===== src/rtl/cpu_seq_datapath.sv =====
// cpu_seq_datapath: multi-cycle accumulator CPU with one request/ack memory port.
// Define CPU_ISZ_EN to implement ISZ (opcode 6); otherwise opcode 6 retires as a NOP.
module cpu_seq_datapath #(
    parameter int DWIDTH = 16,
    parameter int AWIDTH = 12
) (
    input  logic              clk,
    input  logic              i_clr_reg,
    input  logic              i_start,
    output logic              o_mem_req,
    output logic              o_mem_we,
    output logic [AWIDTH-1:0] o_mem_addr,
    output logic [DWIDTH-1:0] o_mem_wdata,
    input  logic [DWIDTH-1:0] i_mem_rdata,
    input  logic              i_mem_ack,
    output logic [AWIDTH-1:0] o_pc,
    output logic [DWIDTH-1:0] o_ac,
    output logic [DWIDTH-1:0] o_ir,
    output logic              o_e,
    output logic              o_halt,
    output logic              o_instr_done
);

    generate
        if (DWIDTH != AWIDTH + 4 || DWIDTH < 16 || DWIDTH > 32) begin : g_param_check
            $error("cpu_seq_datapath: DWIDTH must be AWIDTH+4 and within 16..32");
        end
    endgenerate

`ifdef CPU_ISZ_EN
    localparam logic ISZ_EN = 1'b1;
`else
    localparam logic ISZ_EN = 1'b0;
`endif

    localparam logic [2:0] ST_IDLE     = 3'd0;
    localparam logic [2:0] ST_FETCH    = 3'd1;
    localparam logic [2:0] ST_DECODE   = 3'd2;
    localparam logic [2:0] ST_INDIRECT = 3'd3;
    localparam logic [2:0] ST_OPRD     = 3'd4;
    localparam logic [2:0] ST_EXEC     = 3'd5;
    localparam logic [2:0] ST_OPWR     = 3'd6;
    localparam logic [2:0] ST_HALT     = 3'd7;

    localparam logic [2:0] OP_AND  = 3'd0;
    localparam logic [2:0] OP_ADD  = 3'd1;
    localparam logic [2:0] OP_LDA  = 3'd2;
    localparam logic [2:0] OP_STA  = 3'd3;
    localparam logic [2:0] OP_BUN  = 3'd4;
    localparam logic [2:0] OP_BSA  = 3'd5;
    localparam logic [2:0] OP_ISZ  = 3'd6;
    localparam logic [2:0] OP_RREF = 3'd7;

    localparam logic [AWIDTH-1:0] A_ONE = {{(AWIDTH-1){1'b0}}, 1'b1};
    localparam logic [DWIDTH-1:0] D_ONE = {{(DWIDTH-1){1'b0}}, 1'b1};

    logic [2:0]        state_r;
    logic [DWIDTH-1:0] ir_r;
    logic [DWIDTH-1:0] dr_r;
    logic [DWIDTH-1:0] ac_r;
    logic [AWIDTH-1:0] ar_r;
    logic [AWIDTH-1:0] pc_r;
    logic              e_r;
    logic              req_r;
    logic              we_r;
    logic [DWIDTH-1:0] wdata_r;
    logic              halt_r;
    logic              done_r;

    logic              ind_s;
    logic [2:0]        opcode_s;
    logic              needs_opnd_s;
    logic [2:0]        retire_state_s;
    logic [DWIDTH:0]   rr_s;
    logic              rr_skip_s;

    // Register-reference micro-ops applied in fixed order; result is {E, AC}.
    function automatic logic [DWIDTH:0] reg_ref(input logic [11:0] op,
                                                input logic [DWIDTH-1:0] ac,
                                                input logic e);
        logic [DWIDTH-1:0] a;
        logic              c;
        a = op[11] ? {DWIDTH{1'b0}} : ac;
        c = op[10] ? 1'b0 : e;
        a = op[9] ? ~a : a;
        c = op[8] ? ~c : c;
        {a, c} = op[7] ? {c, a} : {a, c};
        {c, a} = op[6] ? {a, c} : {c, a};
        a = op[5] ? a + D_ONE : a;
        return {c, a};
    endfunction

    assign ind_s          = ir_r[DWIDTH-1];
    assign opcode_s       = ir_r[DWIDTH-2:DWIDTH-4];
    assign needs_opnd_s   = (opcode_s == OP_AND) || (opcode_s == OP_ADD) ||
                            (opcode_s == OP_LDA) || (opcode_s == OP_ISZ);
    assign retire_state_s = i_start ? ST_FETCH : ST_IDLE;
    assign rr_s           = reg_ref(ir_r[11:0], ac_r, e_r);
    // Skip tests look at AC/E before this instruction modifies them.
    assign rr_skip_s      = (ir_r[4] & ~ac_r[DWIDTH-1]) | (ir_r[3] & ac_r[DWIDTH-1]) |
                            (ir_r[2] & (ac_r == {DWIDTH{1'b0}})) | (ir_r[1] & ~e_r);

    // Instruction sequencer and all architectural/port registers.
    always_ff @(posedge clk or posedge i_clr_reg) begin
        if (i_clr_reg) begin
            state_r <= ST_IDLE;
            ir_r    <= {DWIDTH{1'b0}};
            dr_r    <= {DWIDTH{1'b0}};
            ac_r    <= {DWIDTH{1'b0}};
            ar_r    <= {AWIDTH{1'b0}};
            pc_r    <= {AWIDTH{1'b0}};
            e_r     <= 1'b0;
            req_r   <= 1'b0;
            we_r    <= 1'b0;
            wdata_r <= {DWIDTH{1'b0}};
            halt_r  <= 1'b0;
            done_r  <= 1'b0;
        end else begin
            done_r <= 1'b0;
            case (state_r)
                ST_IDLE: begin
                    state_r <= i_start ? ST_FETCH : ST_IDLE;
                end
                ST_FETCH: begin
                    if (!req_r) begin
                        ar_r  <= pc_r;
                        req_r <= 1'b1;
                        we_r  <= 1'b0;
                    end else if (i_mem_ack) begin
                        req_r   <= 1'b0;
                        ir_r    <= i_mem_rdata;
                        pc_r    <= pc_r + A_ONE;
                        state_r <= ST_DECODE;
                    end
                end
                ST_DECODE: begin
                    ar_r <= ir_r[AWIDTH-1:0];
                    if (opcode_s == OP_ISZ && !ISZ_EN) begin
                        done_r  <= 1'b1;
                        state_r <= retire_state_s;
                    end else if (ind_s && opcode_s != OP_RREF) begin
                        state_r <= ST_INDIRECT;
                    end else if (needs_opnd_s) begin
                        state_r <= ST_OPRD;
                    end else begin
                        state_r <= ST_EXEC;
                    end
                end
                ST_INDIRECT: begin
                    if (!req_r) begin
                        req_r <= 1'b1;
                    end else if (i_mem_ack) begin
                        req_r   <= 1'b0;
                        ar_r    <= i_mem_rdata[AWIDTH-1:0];
                        state_r <= needs_opnd_s ? ST_OPRD : ST_EXEC;
                    end
                end
                ST_OPRD: begin
                    if (!req_r) begin
                        req_r <= 1'b1;
                    end else if (i_mem_ack) begin
                        req_r   <= 1'b0;
                        dr_r    <= i_mem_rdata;
                        state_r <= ST_EXEC;
                    end
                end
                ST_EXEC: begin
                    case (opcode_s)
                        OP_AND: begin
                            ac_r    <= ac_r & dr_r;
                            done_r  <= 1'b1;
                            state_r <= retire_state_s;
                        end
                        OP_ADD: begin
                            {e_r, ac_r} <= {1'b0, ac_r} + {1'b0, dr_r};
                            done_r      <= 1'b1;
                            state_r     <= retire_state_s;
                        end
                        OP_LDA: begin
                            ac_r    <= dr_r;
                            done_r  <= 1'b1;
                            state_r <= retire_state_s;
                        end
                        OP_BUN: begin
                            pc_r    <= ar_r;
                            done_r  <= 1'b1;
                            state_r <= retire_state_s;
                        end
                        OP_STA: begin
                            wdata_r <= ac_r;
                            state_r <= ST_OPWR;
                        end
                        OP_BSA: begin
                            wdata_r <= {{(DWIDTH-AWIDTH){1'b0}}, pc_r};
                            state_r <= ST_OPWR;
                        end
                        OP_ISZ: begin
                            dr_r    <= dr_r + D_ONE;
                            wdata_r <= dr_r + D_ONE;
                            state_r <= ST_OPWR;
                        end
                        OP_RREF: begin
                            {e_r, ac_r} <= rr_s;
                            pc_r        <= rr_skip_s ? pc_r + A_ONE : pc_r;
                            halt_r      <= ir_r[0];
                            done_r      <= 1'b1;
                            state_r     <= ir_r[0] ? ST_HALT : retire_state_s;
                        end
                        default: begin
                            done_r  <= 1'b1;
                            state_r <= retire_state_s;
                        end
                    endcase
                end
                ST_OPWR: begin
                    if (!req_r) begin
                        req_r <= 1'b1;
                        we_r  <= 1'b1;
                    end else if (i_mem_ack) begin
                        req_r   <= 1'b0;
                        we_r    <= 1'b0;
                        done_r  <= 1'b1;
                        state_r <= retire_state_s;
                        // BSA returns past the stored link; ISZ skips once the write lands.
                        if (opcode_s == OP_BSA) begin
                            pc_r <= ar_r + A_ONE;
                        end else if (opcode_s == OP_ISZ && dr_r == {DWIDTH{1'b0}}) begin
                            pc_r <= pc_r + A_ONE;
                        end
                    end
                end
                ST_HALT: begin
                    state_r <= ST_HALT;
                end
                default: begin
                    state_r <= ST_IDLE;
                end
            endcase
        end
    end

    assign o_mem_req    = req_r;
    assign o_mem_we     = we_r;
    assign o_mem_addr   = ar_r;
    assign o_mem_wdata  = wdata_r;
    assign o_pc         = pc_r;
    assign o_ac         = ac_r;
    assign o_ir         = ir_r;
    assign o_e          = e_r;
    assign o_halt       = halt_r;
    assign o_instr_done = done_r;

endmodule


===== config.mk =====
export PLATFORM = sky130hd
export DESIGN_NAME = cpu_seq_datapath
export DESIGN_NICKNAME = d
export VERILOG_FILES = /design/src/rtl/cpu_seq_datapath.sv
export SDC_FILE = /design/constraint.sdc
export NUM_CORES = 1
export LEC_CHECK = 0
export ABC_AREA = 1
export BUFFER_PORTS_ARGS = -buffer_cell sky130_fd_sc_hd__buf_2
export CORE_MARGIN = 3
export CORE_UTILIZATION = 45
export CTS_BUF_LIST = sky130_fd_sc_hd__clkbuf_16
export DETAILED_ROUTE_END_ITERATION = 10
export GPL_ROUTABILITY_DRIVEN = 0
export SYNTH_ARGS = -nofsm -noshare
export SYNTH_HDL_FRONTEND = slang
export SYNTH_SLANG_ARGS = --single-unit

===== constraint.sdc =====
create_clock -name clk -period 6.4 [get_ports clk]
set_input_delay 0.32 -clock clk [delete_from_list [all_inputs] [get_ports clk]]
set_output_delay 0.32 -clock clk [all_outputs]
set_load 0.01 [all_outputs]

# ---- Word-level counts from Yosys, hierarchy flattened
# Cells that the tools add are included.
dict set report op_classes {
  muxes 53
  bitwise 12
  reduce_logical 30
  eq_ne 29
  n_addsub 5
}
# op n
set op_table {}
lappend op_table {{two-way mux 12 bit} 10}
lappend op_table {{two-way mux 16 bit} 6}
lappend op_table {{one-hot mux 12 bit (3 select lines)} 2}
lappend op_table {{one-hot mux 16 bit (4 select lines)} 1}
lappend op_table {{one-hot mux 16 bit (3 select lines)} 1}
lappend op_table {{two-way mux 17 bit} 2}
lappend op_table {{two-way mux 3 bit} 11}
lappend op_table {{adder 16 x 1 -> 16 bit, second input constant} 2}
lappend op_table {{zero test 16 bit} 2}
lappend op_table {{one-hot mux 16 bit (2 select lines)} 1}
lappend op_table {{adder 12 x 1 -> 12 bit, second input constant} 2}
lappend op_table {{equality test 3 bit, second input constant} 8}
lappend op_table {{one-hot mux 12 bit (2 select lines)} 1}
lappend op_table {{one-hot mux 3 bit (8 select lines)} 1}
lappend op_table {{inequality test 2 bit, second input constant} 10}
lappend op_table {{adder 16 x 16 -> 17 bit} 1}
lappend op_table {{AND 16 bit} 1}
lappend op_table {{NOT 16 bit} 1}
lappend op_table {{AND reduction 8 bit} 2}
lappend op_table {{inequality test 3 bit, second input constant} 5}
lappend op_table {{two-way mux 1 bit} 13}
lappend op_table {{equality test 3 x 2 -> 1 bit, second input constant} 4}
lappend op_table {{one-hot mux 3 bit (3 select lines)} 1}
lappend op_table {{nonzero test 3 bit} 3}
lappend op_table {{other kinds (17)} 38}
dict set report word_totals {
  elab_cells 141
  ff_bits 96
  out_inout_bits 77
}

# ---- Longest topological paths before layout
dict set report depth {
  depth_word 8
  mapped_depth 19
}

# ---- Least setup slack after synthesis
# Ideal clock, no wire load.
dict set report synth_timing {
  kind {register -> register}
  from {register ac_r[0], in the netlist o_ac[0]}
  to {register ac_r[10], in the netlist o_ac[10]}
  slack_ps 4031
  synth_period_minus_slack_ps 2369
  path_stages_with_launch 18
  path_buffers 0
  setup_time_ps 116
  arrival_time_ps 2253
  cell_sequence {dfrtp_1 -> ha_1 -> inv_1 -> fa_1 -> inv_1 -> nand2_1 -> a21oi_1 -> a21boi_0 -> o21ai_0 -> nand2_1 -> nand2_1 -> nand2_1 -> nand3_1 -> nand2_1 -> inv_1 -> nand2_1 -> nand2_1 -> nand2_1}
}
dict set report synth_via {
  elab_chain_len 8
}
# item line
set synth_lines {}
lappend synth_lines {{from (decl)} 60} ;# logic [DWIDTH-1:0] ac_r;
lappend synth_lines {{from (signal assigned)} 109} ;# ac_r <= {DWIDTH{1'b0}};
lappend synth_lines {{from (signal assigned)} 170} ;# ac_r <= ac_r & dr_r;
lappend synth_lines {{from (signal assigned)} 175} ;# {e_r, ac_r} <= {1'b0, ac_r} + {1'b0, dr_r};
lappend synth_lines {{two-way mux 16 bit} 83} ;# a = op[11] ? {DWIDTH{1'b0}} : ac;
lappend synth_lines {{NOT 16 bit} 85} ;# a = op[9] ? ~a : a;
lappend synth_lines {{two-way mux 16 bit} 85}
lappend synth_lines {{two-way mux 17 bit} 87} ;# {a, c} = op[7] ? {c, a} : {a, c};
lappend synth_lines {{two-way mux 17 bit} 88} ;# {c, a} = op[6] ? {a, c} : {c, a};
lappend synth_lines {{adder 16 x 1 -> 16 bit} 89} ;# a = op[5] ? a + D_ONE : a;
lappend synth_lines {{two-way mux 16 bit} 89}
lappend synth_lines {{one-hot mux 16 bit (4 select lines) *} 168} ;# case (opcode_s)
# Mark *: on every way between the ends. The rest lies on a longest branch, timed or not.
# A chain may end at the register's enable or synchronous reset.

# ---- Worst setup path in the final report
dict set report layout_timing {
  from {register ir_r[6], in the netlist o_ir[6]}
  to {register ac_r[12], in the netlist o_ac[12]}
}
dict set report layout_via {
  elab_chain_len 4
}
# item line
set layout_lines {}
lappend layout_lines {{from (decl)} 58} ;# logic [DWIDTH-1:0] ir_r;
lappend layout_lines {{from (signal assigned)} 107} ;# ir_r <= {DWIDTH{1'b0}};
lappend layout_lines {{from (signal assigned)} 131} ;# ir_r <= i_mem_rdata;
lappend layout_lines {{two-way mux 17 bit *} 88}
lappend layout_lines {{adder 16 x 1 -> 16 bit} 89}
lappend layout_lines {{two-way mux 16 bit *} 89}
lappend layout_lines {{one-hot mux 16 bit (4 select lines) *} 168}
lappend layout_lines {{to (signal assigned)} 170}
lappend layout_lines {{to (signal assigned)} 175}
lappend layout_lines {{to (signal assigned)} 180} ;# ac_r <= dr_r;
# Marked as above.

==> flow_summary_export.csv <==
group,metric,value,unit
synth,syn_nets,1254,
synth,synth_cell_type_count,54,
sta,setup_viol,0,
synth,synth_top_area_share,29.8,%
synth,yosys.area.top_type,"dfrtp_1",
clock_network,htreeDepth,3,
synth,synth_commonest_cells,"nand2_1 (286), inv_1 (144), nand3_1 (131)",
detailed_routing,firstDrtPassIters,5,
setup_path,cp_common_cell,"nand2_1",
setup_path,cp_num_buf_inv,3,
cells_and_area,fillers,1853,
sta,worst_slack,3.28,ns
power_and_ir_drop,p_sw,2770,uW
synth,synth.avg_cell_area,6.65,um^2
sta,fin_skew,0.0122,ns
global_routing,antenna_found_initial,0,
run_status,status,"complete, no violations",
floorplan,die_w,140,um
clock_network,cts_root_buf,"clkbuf_16",
detailed_routing,post_drt_wl_per_cell,20.4,um
clock_network,cts_num_sinks,96,
power_and_ir_drop,share_comb_of_total_power,59.9,%
synth,synth_top_cells_by_area,"dfrtp_1 (30%), nand2_1 (13%), nand3_1 (8.1%)",
floorplan,die_h,140,um
floorplan,initial_core_util,46.2,%
clock_network,post_cts_buffers,0,
clock_network,cts_tree,"built",
setup_path,cp_slowest_cell,"dfrtp_1",
synth,synth-async-reset-ratio,100,%
clock_network,clkLatencyLatePin,0.36,ns
cells_and_area,nets,1315,
synth,ys_ff_latch,96,
clock_network,clk_pin_slew,0.08,ns
detailed_routing,num_vias,8807,
floorplan,dieArea,19500,um^2
cells_and_area,final_layout_size_suffix_gt1_share,14.4,%
global_routing,first_global_vias,8146,
synth,synth.most_common_cell,"nand2_1",
detailed_routing,wl,30600,um
clock_network,cts.path.max_buffers,2,
sta,max-slew-margin-rel,31.2,%
setup_path,cp-start-kind,"flop",
setup_path,worstPathArrival,3.38,ns
setup_path,crit_path_end_kind,"flop",
power_and_ir_drop,intPower,2080,uW
place,hpwl,23200,um
synth,synth-warning-count,0,
setup_path,cp.required,6.66,ns
synth,ys_dominant_reg_cell,"dfrtp_1",
job,maxCapViolCount,0,
power_and_ir_drop,clkPwrFrac,11.4,%
detailed_routing,drc,0,
sta,finalMaxSlewViolations,0,
sta,fin_tns_setup,0,ns
cells_and_area,instances_no_fill,1503,
global_routing,grt_first_pass_wirelength,47600,um
detailed_routing,vias_per_cell,5.86,
power_and_ir_drop,power.density,547,nW/um^2
clock_network,cts_buffers,9,
floorplan,core,17400,um^2
sta,finalCritPeriodShare,48.7,%
synth,yosysSeqAreaShare,29.8,%
detailed_routing,drtIter0Drc,981,
floorplan,io_pins,97,
power_and_ir_drop,vdd.ir_drop.worst,0.233,mV
power_and_ir_drop,leakage,0.00446,uW
synth,synth_area,8050,um^2
cells_and_area,area_delta_synth_final,9.94,%
global_routing,grt.total_usage,31.1,%
floorplan,num_rows,48,
sta,finalHoldViolCount,0,
sta,max_freq,321,MHz
place,placed_cells,1486,
place,port_buffers,96,
setup_path,crit_fanout,29,
cells_and_area,fin_util,50.8,%
worst_hold_path,hold_path.class,"primary input to flop",
setup_path,cpLargestDelayFamily,"simple AND/OR/NAND/NOR gates",
setup_path,crit_chain,"inv_1, nand3_1, nand2_1, inv_1, ha_1, nand2_1, inv_1, nand3_1, nor2_4, nand2_1, nand2_1, o21ai_1, nand2_1, nand2_1, nand2_1, nand2_1",
global_routing,overflow,0,
detailed_routing,ant_nets,0,
global_routing,grt_max_degree,71,
sta,period_needed,3.12,ns
cells_and_area,diodes,0,
power_and_ir_drop,seqPwrFrac,28.6,%
setup_path,path_class,"flop to flop",
place,dp_worst_setup_slack,3.31,ns
power_and_ir_drop,p_sw_share,57.1,%
setup_path,cpPeakStageDelay,0.90,ns
sta,tightest_slew,1.03,ns
synth,netlist_instances,1212,
synth,synth_edf_count,0,
sta,rsz0062_at_grt,"false",
flip-flops by register name (all words and copies together) (netlist names):
signal	cells
dr_r	16
o_ac	16
o_ir	16
o_mem_wdata	16
o_mem_addr	12
o_pc	12
state_r	3
o_e	1
o_halt	1
o_instr_done	1
o_mem_req	1
o_mem_we	1
power groups by stage:
| stage | combinational [uW] | clock, uW | sequential (uW) |
|---|---|---|---|
| after floorplan | 2090 | 0 | 1210 |
| after global placement | 2850 | 0 | 1380 |
| after detailed placement | 2850 | 0 | 1380 |
| after CTS | 2870 | 557 | 1370 |
| after global routing | 3260 | 579 | 1410 |
| final | 2900 | 554 | 1390 |
layout make-up:
| class | count | area, um^2 | share of cell area (%) |
|---|---|---|---|
| Clock buffer | 9 | 225 | 2.54 |
| Tap cell | 225 | 282 | 3.18 |
| Timing Repair Buffer | 100 | 513 | 5.79 |
| Multi-Input combinational cell | 908 | 4770 | 53.9 |
| Inverter | 158 | 602 | 6.80 |
| Sequential cell | 96 | 2400 | 27.1 |
| Clock inverter | 7 | 58.8 | 0.664 |
timing repair:
action / 4_1_cts / 5_1_grt
endpoints found under the hold margin: 26 / 0
gates resized for setup: 0 / 0
hold buffers: 1 / 0
path summary, 6_finish.rpt:
check,from,to,slack [ns],cells after the start
max in group asynchronous,i_clr_reg,o_mem_addr[7]$_DFFE_PP0P_,4.63,4
max,o_ir[6]$_DFFE_PP0P_,o_ac[12]$_DFFE_PP0P_,3.28,16
min,i_mem_rdata[15],o_ir[15]$_DFFE_PP0P_,0.22,2
min in group asynchronous,i_clr_reg,o_ac[8]$_DFFE_PP0P_,0.50,3
max reg2reg,o_ir[6]$_DFFE_PP0P_,o_ac[12]$_DFFE_PP0P_,3.28,16
min reg2reg,o_mem_wdata[2]$_DFFE_PP0P_,o_mem_wdata[2]$_DFFE_PP0P_,0.49,2
placed cells by master (no fill, tap or decap), types with 16 or more instances in the layout:
master,n
ha_1,21
nor2_1,78
xor2_1,19
nand2_1,286
o21ai_0,130
nand3_1,131
a21oi_1,75
buf_2,96
nand4_1,16
inv_1,143
dfrtp_1,96
layer usage:
| layer | vias to the layer above | track usage [%] | wire [um] |
|---|---|---|---|
| li1 | 4215 | - | - |
| met1 | 4146 | 42.2 | 13000 |
| met2 | 388 | 50.3 | 14400 |
| met3 | 58 | 4.78 | 2090 |
| met4 | 0 | 11.8 | 1180 |
| met5 | - | 0 | 0 |
metrics by stage:
stage	cell area, um^2	hold slack (ns)	total power, uW
after global routing	8850	0.220	5250
after CTS	8850	0.210	4790
final	8850	0.222	4850
after global placement	8560	0.347	4220
after floorplan	8050	0.470	3300
after detailed placement	8560	0.351	4230
kinds of logic after synthesis:
family	Yosys count	share of synthesized area [%]
AND/OR/NAND/NOR	566	31.5
AO/OA/AOI/OAI	298	21.6
buffers and inverters	208	11.1
flip-flops	96	29.8
adder cells (fa/ha/maj)	22	3.51
XOR/XNOR	20	2.17
multiplexers	2	0.280
No activity file was read; power rests on OpenSTA's default activity.
